$ cat config.mk
export PLATFORM = sky130hd
export DESIGN_NAME = mem_arbiter
export DESIGN_NICKNAME = d
export VERILOG_FILES = /design/src/rtl/mem_arbiter.sv
export SDC_FILE = /design/constraint.sdc
export NUM_CORES = 1
export LEC_CHECK = 0
export ABC_CLOCK_PERIOD_IN_PS = 5250
export CORE_MARGIN = 2
export CORE_UTILIZATION = 35
export CTS_BUF_LIST = sky130_fd_sc_hd__clkbuf_8
export DETAILED_ROUTE_END_ITERATION = 16
export PLACE_DENSITY = 0.91
export SYNTH_ARGS = -nofsm -noshare
export SYNTH_HDL_FRONTEND = slang
export SYNTH_SLANG_ARGS = --single-unit
$ cat constraint.sdc
create_clock -name clk -period 5.25 [get_ports clk]
set_clock_uncertainty 0.15 [all_clocks]
set_input_delay 1.575 -clock clk [delete_from_list [all_inputs] [get_ports clk]]
set_output_delay 1.575 -clock clk [all_outputs]
set_load 0.02 [all_outputs]
$ cat src/rtl/mem_arbiter.sv
// mem_arbiter: shares one single-ported memory between fetch and data ports,
// data first, with a streak limit that guarantees fetch progress.
module mem_arbiter #(
    parameter int MAX_DSTREAK = 4
) (
    input  logic        clk,
    input  logic        reset,
    input  logic        ireq,
    input  logic [31:0] pcF,
    output logic [31:0] instrF,
    output logic        istall,
    input  logic        dreq,
    input  logic        memwriteM,
    input  logic [31:0] aluoutM,
    input  logic [31:0] writedataM,
    output logic [31:0] readdataM,
    output logic        dstall,
    output logic        mem_req,
    output logic        mem_we,
    output logic [31:0] mem_addr,
    output logic [31:0] mem_wdata,
    input  logic [31:0] mem_rdata,
    input  logic        mem_ready
);
    localparam logic [3:0] STREAK_MAX = 4'(MAX_DSTREAK);

    typedef enum logic [1:0] {IDLE, IBUSY, DBUSY} state_t;

    state_t      state_q, state_d;
    logic        mem_req_q, mem_req_d;
    logic        mem_we_q, mem_we_d;
    logic [31:0] mem_addr_q, mem_addr_d;
    logic [31:0] mem_wdata_q, mem_wdata_d;
    logic [3:0]  dstreak_q, dstreak_d;
    logic        grant, pick_i, idone, ddone;

    always_ff @(posedge clk or negedge reset) begin
        if (!reset) state_q <= IDLE;
        else        state_q <= state_d;
    end

    always_comb begin
        grant   = (state_q == IDLE) && (ireq || dreq);
        pick_i  = ireq && (!dreq || dstreak_q == STREAK_MAX);
        state_d = (state_q == IDLE) ? (grant ? (pick_i ? IBUSY : DBUSY) : IDLE)
                                    : (mem_ready ? IDLE : state_q);
    end

    // Request registers load only on a grant and hold until completion.
    always_comb begin
        mem_req_d   = (state_d != IDLE);
        mem_we_d    = grant ? (!pick_i && memwriteM) : ((state_d == IDLE) ? 1'b0 : mem_we_q);
        mem_addr_d  = grant ? (pick_i ? pcF : aluoutM) : mem_addr_q;
        mem_wdata_d = grant ? (pick_i ? 32'd0 : writedataM) : mem_wdata_q;
        dstreak_d   = !grant ? dstreak_q
                    : (pick_i || !ireq) ? 4'd0
                    : (dstreak_q == STREAK_MAX) ? dstreak_q : dstreak_q + 4'd1;
    end

    always_ff @(posedge clk or negedge reset) begin
        if (!reset) begin
            mem_req_q   <= 1'b0;
            mem_we_q    <= 1'b0;
            mem_addr_q  <= 32'd0;
            mem_wdata_q <= 32'd0;
            dstreak_q   <= 4'd0;
        end else begin
            mem_req_q   <= mem_req_d;
            mem_we_q    <= mem_we_d;
            mem_addr_q  <= mem_addr_d;
            mem_wdata_q <= mem_wdata_d;
            dstreak_q   <= dstreak_d;
        end
    end

    always_comb begin
        idone     = (state_q == IBUSY) && mem_ready;
        ddone     = (state_q == DBUSY) && mem_ready;
        instrF    = idone ? mem_rdata : 32'd0;
        readdataM = (ddone && !mem_we_q) ? mem_rdata : 32'd0;
        istall    = ireq && !idone;
        dstall    = dreq && !ddone;
        mem_req   = mem_req_q;
        mem_we    = mem_we_q;
        mem_addr  = mem_addr_q;
        mem_wdata = mem_wdata_q;
    end
endmodule

==> impl_metrics.yaml, run 1 <==
routing:
  ant_nets: 0
  drtIter0Drc: 92
  num_vias: 3417
  drc_errors: 0
  post_drt_wl_per_cell_um: 17.2
  via_per_inst: 4.92
  drt-pass1-iter-count: 4
  wirelength_mm: 11.9
synthesis:
  syn_avg_cell_area_sq_um: 11.5
  syn-num-nets: 433
  ys_ff_latch: 72
  ys_warn_count: 0
  seq_area_frac_synth_pct: 52.8
  synth_area_sq_um: 3410
  synth_cells: 297
  ys_types: 31
finish:
  antenna_cells: 0
  fill_cells: 786
  area_growth_pct: 85.2
  drive_gt1_share_pct: 5.35
  fin_nets: 692
grt:
  first_global_vias: 3540
  grt-ovfl-total: 0
  grtUsageMet3_pct: 6.71
  grt_max_degree: 56
  grt_use_met2_pct: 38.5
  grt_pass1_wl_mm: 17.3
  busiest_layer: "met2"
  antenna_found_initial: 0
  use_met1_pct: 22.9
  grt_use_total_pct: 21.6
die:
  core_region_area_sq_um: 9640
  die_h_um: 103
  die_w_um: 103
  start_util_pct: 35.4
  row_count: 36
  ioPinCount: 266
  dieArea_sq_um: 10600
placement:
  pre_cts_slack_ns: 0.160
  dpl.hpwl_mm: 9.09
  io_buffers: 265
  gp_congestion: 0.858
cts:
  insertion_delay_ns: 0.35
  cts_buffers: 9
  tritoncts: "done"
  postCtsSetupBuffers: 0
  cts_root_buffer: "clkbuf_8"
  cts_sinks: 72
  clock_path_buffers: 2
  cts.reportedPaths.clkPinSlew_ns: 0.07
  cts_resized: 0
  cts_hold_buf: 0
  cts_htree_levels: 3
timing:
  worst_slew_pin_slew_ns: 1.15
  relSlewSlack_pct: 23.5
  finalHoldViolations: 0
  rsz0062_at_grt: "no"
  fin_crit_ns: 5.09
  setup_ws_ns: 0.161
  finalSetupViolCount: 0
  post-route-period-util_pct: 96.9
  max_freq_mhz: 196
  setup_tns_ns: 0
  maxSlewViolCount: 0
critical_path:
  rr_worst_depth: 6
  worst_setup_path_start_kind: "input port"
  path_max_fanout: 32
  critPathKind: "in -> out"
  endpoint_kind: "output pin"
  cp.required_ns: 3.53
  crit_arrival_ns: 3.36
  rrSetupSlack_ns: 2.96
  r2r-end: "mem_addr[1]$_DFFE_PN0P_"
  r2r-start: "dstreak_q[0]$_DFFE_PN0P_"
power:
  cellPowerDensity_nw_per_um2: 466
  vdd_drop_max_mv: 0.288
  p_leak_nw: 2.66
hold_path:
  worstHoldPathCells: 1
  hold_path_end: "mem_wdata[25]$_DFFE_PN0P_"
  hp-class: "reg -> reg"
  worstHoldStart: "mem_wdata[25]$_DFFE_PN0P_"
run_status:
  status: "finished, final reports clean"
run:
  cap_violations: 0
[through the flow]
step / power [mW] / util, % / instances / cell area (sq um) / hold WS (ns)
global placement: 2.54 / 63.9 / 678 / 6160 / 0.334
detailed placement: 2.58 / 63.9 / 678 / 6160 / 0.332
CTS: 2.97 / 65.6 / 694 / 6320 / 0.355
global route: 3.11 / 65.6 / 694 / 6320 / 0.371
floorplan: 1.77 / - / 297 / 3410 / 0.343
finish: 2.95 / 65.6 / 694 / 6320 / 0.349
[how the worst max path moves through the flow]
stage,endpoint,startpoint,depth (start not counted)
finish,readdataM[23],mem_ready,6
floorplan,readdataM[10],mem_ready,4
global placement,readdataM[8],mem_ready,6
CTS,readdataM[23],mem_ready,6
global route,readdataM[9],mem_ready,6
detailed placement,readdataM[23],mem_ready,6
[sequential cells by signal, indices dropped and copies added, names as in the netlist]
name,cells
mem_we,1
mem_wdata,32
mem_req,1
state_q,2
mem_addr,32
dstreak_q,4
[routing by layer]
layer | vias up | wire [um] | share of wire (%)
met5 | - | 0 | 0
met4 | 0 | 430 | 3.6
met3 | 33 | 1060 | 8.9
met2 | 181 | 6060 | 51
met1 | 1624 | 4380 | 37
li1 | 1579 | - | -
[area by class of cell]
class / count / area [sq um] / share of cell area (%)
clock buffers: 9 / 124 / 1.96
flip-flops and latches: 72 / 1800 / 28.5
clock inverters: 7 / 40.0 / 0.633
inverters: 4 / 15.0 / 0.237
repair buffers: 272 / 2710 / 42.9
multi-input cells: 197 / 1470 / 23.2
well taps: 133 / 166 / 2.63
[kinds of logic (layout without fill, tap and decap cells)]
group                      Yosys count  after routing  share of synthesized area [%]
AOI/OAI and AO/OA                   74             74                           19.7
and+or+nand+nor                    121            121                           22.0
DFF                                 72             72                           52.8
buffers and inverters               28            292                           4.76
adders and majority gates            2              2                          0.733
[synth_stat cells]
cell type	number	share of area, %
and2_0	1	0.18
nand4b_1	2	0.51
a22o_1	32	8.2
o21ai_0	2	0.29
nand3b_1	1	0.22
nor2b_4	1	0.40
buf_4	3	0.66
and3b_4	1	0.37
dfrtp_1	72	53
or2_2	1	0.18
clkbuf_1	9	0.99
nor2_4	1	0.33
nand3_1	3	0.44
a21oi_2	1	0.26
nand2_1	8	0.88
nor2_1	2	0.22
a21oi_1	1	0.15
nor2b_1	1	0.18
a32o_1	2	0.59
o21ai_2	1	0.26
a221o_1	32	9.4
o21ai_1	1	0.15
nor3_1	1	0.15
buf_2	7	1.0
or3_1	1	0.18
and2_1	96	18
a21o_1	2	0.44
inv_1	4	0.44
ha_1	2	0.73
nor2_2	1	0.18
buf_6	5	1.6
[power breakdown]
group	switching (mW)	internal [mW]
logic	0.776	0.837
clock network	0.208	0.168
registers	0.150	0.806
total	1.13	1.81
[cell usage in the layout (no fill, tap or decap), types with 2 or more instances in the layout]
cell and count:
a22o_1 32, buf_4 7, and2_1 96, nand4b_1 2
a21o_1 2, clkbuf_8 9, a32o_1 2, nand2_1 8
clkdlybuf4s50_1 263, a221o_1 32, inv_1 6, nor2_1 2
nand3_1 3, clkinv_2 3, o21ai_0 2, ha_1 2
dfrtp_1 72
[critical path: stages]
cell             delay (ns)
clkdlybuf4s50_1        0.53
nand3b_1               0.11
nor2_1                 0.09
buf_4                  0.25
and2_1                 0.17
clkdlybuf4s50_1        0.64
Power figures use the tool's default switching activity.
==> run 2, diff against run 1 <==
--- a/config.mk
+++ b/config.mk
@@ -9,6 +9,7 @@
 export CORE_MARGIN = 2
 export CORE_UTILIZATION = 35
 export CTS_BUF_LIST = sky130_fd_sc_hd__clkbuf_8
+export CTS_CLUSTER_DIAMETER = 200
 export DETAILED_ROUTE_END_ITERATION = 16
 export PLACE_DENSITY = 0.91
 export SYNTH_ARGS = -nofsm -noshare
==> results of run 2 <==
No change in the layout: final DEF, timing and power equal those of run 1.
==> run 3, diff against run 2 <==
--- a/config.mk
+++ b/config.mk
@@ -6,12 +6,13 @@
 export NUM_CORES = 1
 export LEC_CHECK = 0
 export ABC_CLOCK_PERIOD_IN_PS = 5250
-export CORE_MARGIN = 2
-export CORE_UTILIZATION = 35
+export CORE_AREA = 2 2 102 104
 export CTS_BUF_LIST = sky130_fd_sc_hd__clkbuf_8
 export CTS_CLUSTER_DIAMETER = 200
 export DETAILED_ROUTE_END_ITERATION = 16
-export PLACE_DENSITY = 0.91
+export DIE_AREA = 0 0 104 106
+export PLACE_DENSITY = 0.9
+export SETUP_SLACK_MARGIN = 0.15
 export SYNTH_ARGS = -nofsm -noshare
 export SYNTH_HDL_FRONTEND = slang
 export SYNTH_SLANG_ARGS = --single-unit
==> run 3 against run 2 <==
  * Global-route usage grew 0.13 points
  * Count of clock-buffer cells in the layout grew 1
  * Core utilization shrank 0.57 points
  * Register-to-register slack lost 0.02 ns
  * Critical path type unchanged
  * First-iteration DRC count grew 61%
  * Non-clock buffer count is the same
==> impl_metrics.yaml, run 3 (same netlist as run 1, synthesis figures left out) <==
routing:
  wirelength_mm: 12.4
  num_vias: 3418
  drc_errors: 0
  via_per_inst: 4.90
  drtIter0Drc: 148
  drt-pass1-iter-count: 4
  ant_nets: 0
  post_drt_wl_per_cell_um: 17.8
timing:
  relSlewSlack_pct: 46.1
  rsz0062_at_grt: "no"
  finalHoldViolations: 0
  post-route-period-util_pct: 96.0
  worst_slew_pin_slew_ns: 0.807
  max_freq_mhz: 199
  fin_crit_ns: 5.04
  setup_tns_ns: 0
  maxSlewViolCount: 0
  finalSetupViolCount: 0
critical_path:
  critPathKind: "in -> out"
  path_max_fanout: 33
  r2r-start: "dstreak_q[0]$_DFFE_PN0P_"
  crit_arrival_ns: 3.31
  rr_worst_depth: 6
  worst_setup_path_start_kind: "input port"
  r2r-end: "mem_wdata[11]$_DFFE_PN0P_"
  rrSetupSlack_ns: 2.94
  endpoint_kind: "output pin"
  cp-endpoint: "instrF[22]"
  cp.required_ns: 3.53
  worstSetupStartpoint: "mem_ready"
cts:
  cts_htree_levels: 3
  cts_buffers: 9
  insertion_delay_ns: 0.35
  cts.reportedPaths.clkPinSlew_ns: 0.07
  clock_path_buffers: 2
  cts_hold_buf: 0
  tritoncts: "done"
  cts_sinks: 72
  postCtsSetupBuffers: 0
  cts_root_buffer: "clkbuf_8"
die:
  dieArea_sq_um: 11000
  die_h_um: 106
  start_util_pct: 34.1
  row_count: 37
  die_w_um: 104
  core_region_area_sq_um: 10000
  ioPinCount: 266
placement:
  gp_congestion: 0.806
  dpl.hpwl_mm: 9.35
  io_buffers: 265
finish:
  utilization_pct: 65.0
  area_growth_pct: 90.4
  drive_gt1_share_pct: 5.53
  fill_cells: 772
  antenna_cells: 0
  final_common_cell: "clkdlybuf4s50_1"
  final_cell_mix: "clkdlybuf4s50_1 (227), and2_1 (96), dfrtp_1 (72), dlymetal6s2s_1 (36)"
  fin_nets: 692
power:
  switchingPower_mw: 1.16
  netSwitchingFraction_pct: 37.6
  comb_power_share_pct: 52.4
  p_leak_nw: 3.32
  power_frac_clock_pct: 16.6
  seqPwrFrac_pct: 31.0
  intPower_mw: 1.93
  vdd_drop_max_mv: 0.274
  cellPowerDensity_nw_per_um2: 476
hold_path:
  hp-class: "reg -> reg"
grt:
  antenna_found_initial: 0
  first_global_vias: 3508
  grt-ovfl-total: 0
  grt_pass1_wl_mm: 18.9
  grt_max_degree: 56
  grt_use_total_pct: 21.7
run:
  cap_violations: 0
run_status:
  status: "finished, final reports clean"
-- run 3: cell types whose count changed in the layout (fill, tap and decap cells not counted), sizes merged --
cell | previous run | this run
buf | 9 | 8
bufinv | 0 | 2
clkbuf | 9 | 10
clkdlybuf4s50 | 263 | 227
clkinv | 4 | 1
dlygate4sd2 | 0 | 1
dlymetal6s2s | 0 | 36
-- run 3: power by group through the flow --
stage,Sequential [mW],Combinational [mW],Clock [mW]
floorplan,1.24,0.531,0
global placement,0.951,1.60,0
global route,0.986,1.71,0.559
CTS,0.957,1.64,0.526
finish,0.959,1.62,0.514
detailed placement,0.958,1.63,0
-- run 3: layout make-up --
type                            instances  area [sq um]  area share (%)
Sequential cell                        72          1800            27.7
Clock inverter                          6          97.6            1.50
Multi-Input combinational cell        197          1470            22.5
Inverter                                4          15.0           0.231
Timing Repair Buffer                  272          2810            43.3
Tap cell                              136           170            2.62
Clock buffer                           10           138            2.12
-- run 3: metal layers --
layer | global-route usage, % | vias up | part of all wire, %
met4 | 8.11 | 0 | 2.5
met5 | 0 | - | 0
met1 | 24.6 | 1612 | 38
met2 | 37.6 | 200 | 51
met3 | 8.03 | 25 | 8.7
li1 | - | 1581 | -
-- run 3: how the worst min path moves through the flow --
stage,from,cells after the start,to,slack [ns]
2_1_floorplan,dstreak_q[3]$_DFFE_PN0P_,1,dstreak_q[3]$_DFFE_PN0P_,0.34
6_report,mem_wdata[10]$_DFFE_PN0P_,1,mem_wdata[10]$_DFFE_PN0P_,0.36
3_3_place_gp,mem_wdata[18]$_DFFE_PN0P_,1,mem_wdata[18]$_DFFE_PN0P_,0.34
3_5_place_dp,mem_wdata[10]$_DFFE_PN0P_,1,mem_wdata[10]$_DFFE_PN0P_,0.33
4_1_cts,mem_wdata[10]$_DFFE_PN0P_,1,mem_wdata[10]$_DFFE_PN0P_,0.36
5_1_grt,mem_wdata[20]$_DFFE_PN0P_,1,mem_wdata[20]$_DFFE_PN0P_,0.37
-- run 3: worst max-delay path: stages --
cell and delay, ns:
clkdlybuf4s50_1 0.53, nand2_1 0.07, nor2_1 0.18, buf_12 0.19
and2_1 0.14, clkdlybuf4s50_1 0.61
-- run 3: timing repair --
item	4_1_cts	5_1_grt
resized for setup	1	36
pin swaps	0	0
endpoints found under the setup margin	1	36
-- run 3: through the flow --
stage	worst slack, ns	power, mW	hold WS, ns	cells	cell area (sq um)
final	0.212	3.09	0.356	697	6500
after global routing	0.161	3.26	0.373	697	6500
after CTS	0.155	3.12	0.358	697	6410
after detailed placement	0.151	2.59	0.332	681	6180
after global placement	0.165	2.55	0.335	681	6180
after floorplan	1.23	1.77	0.343	297	3410
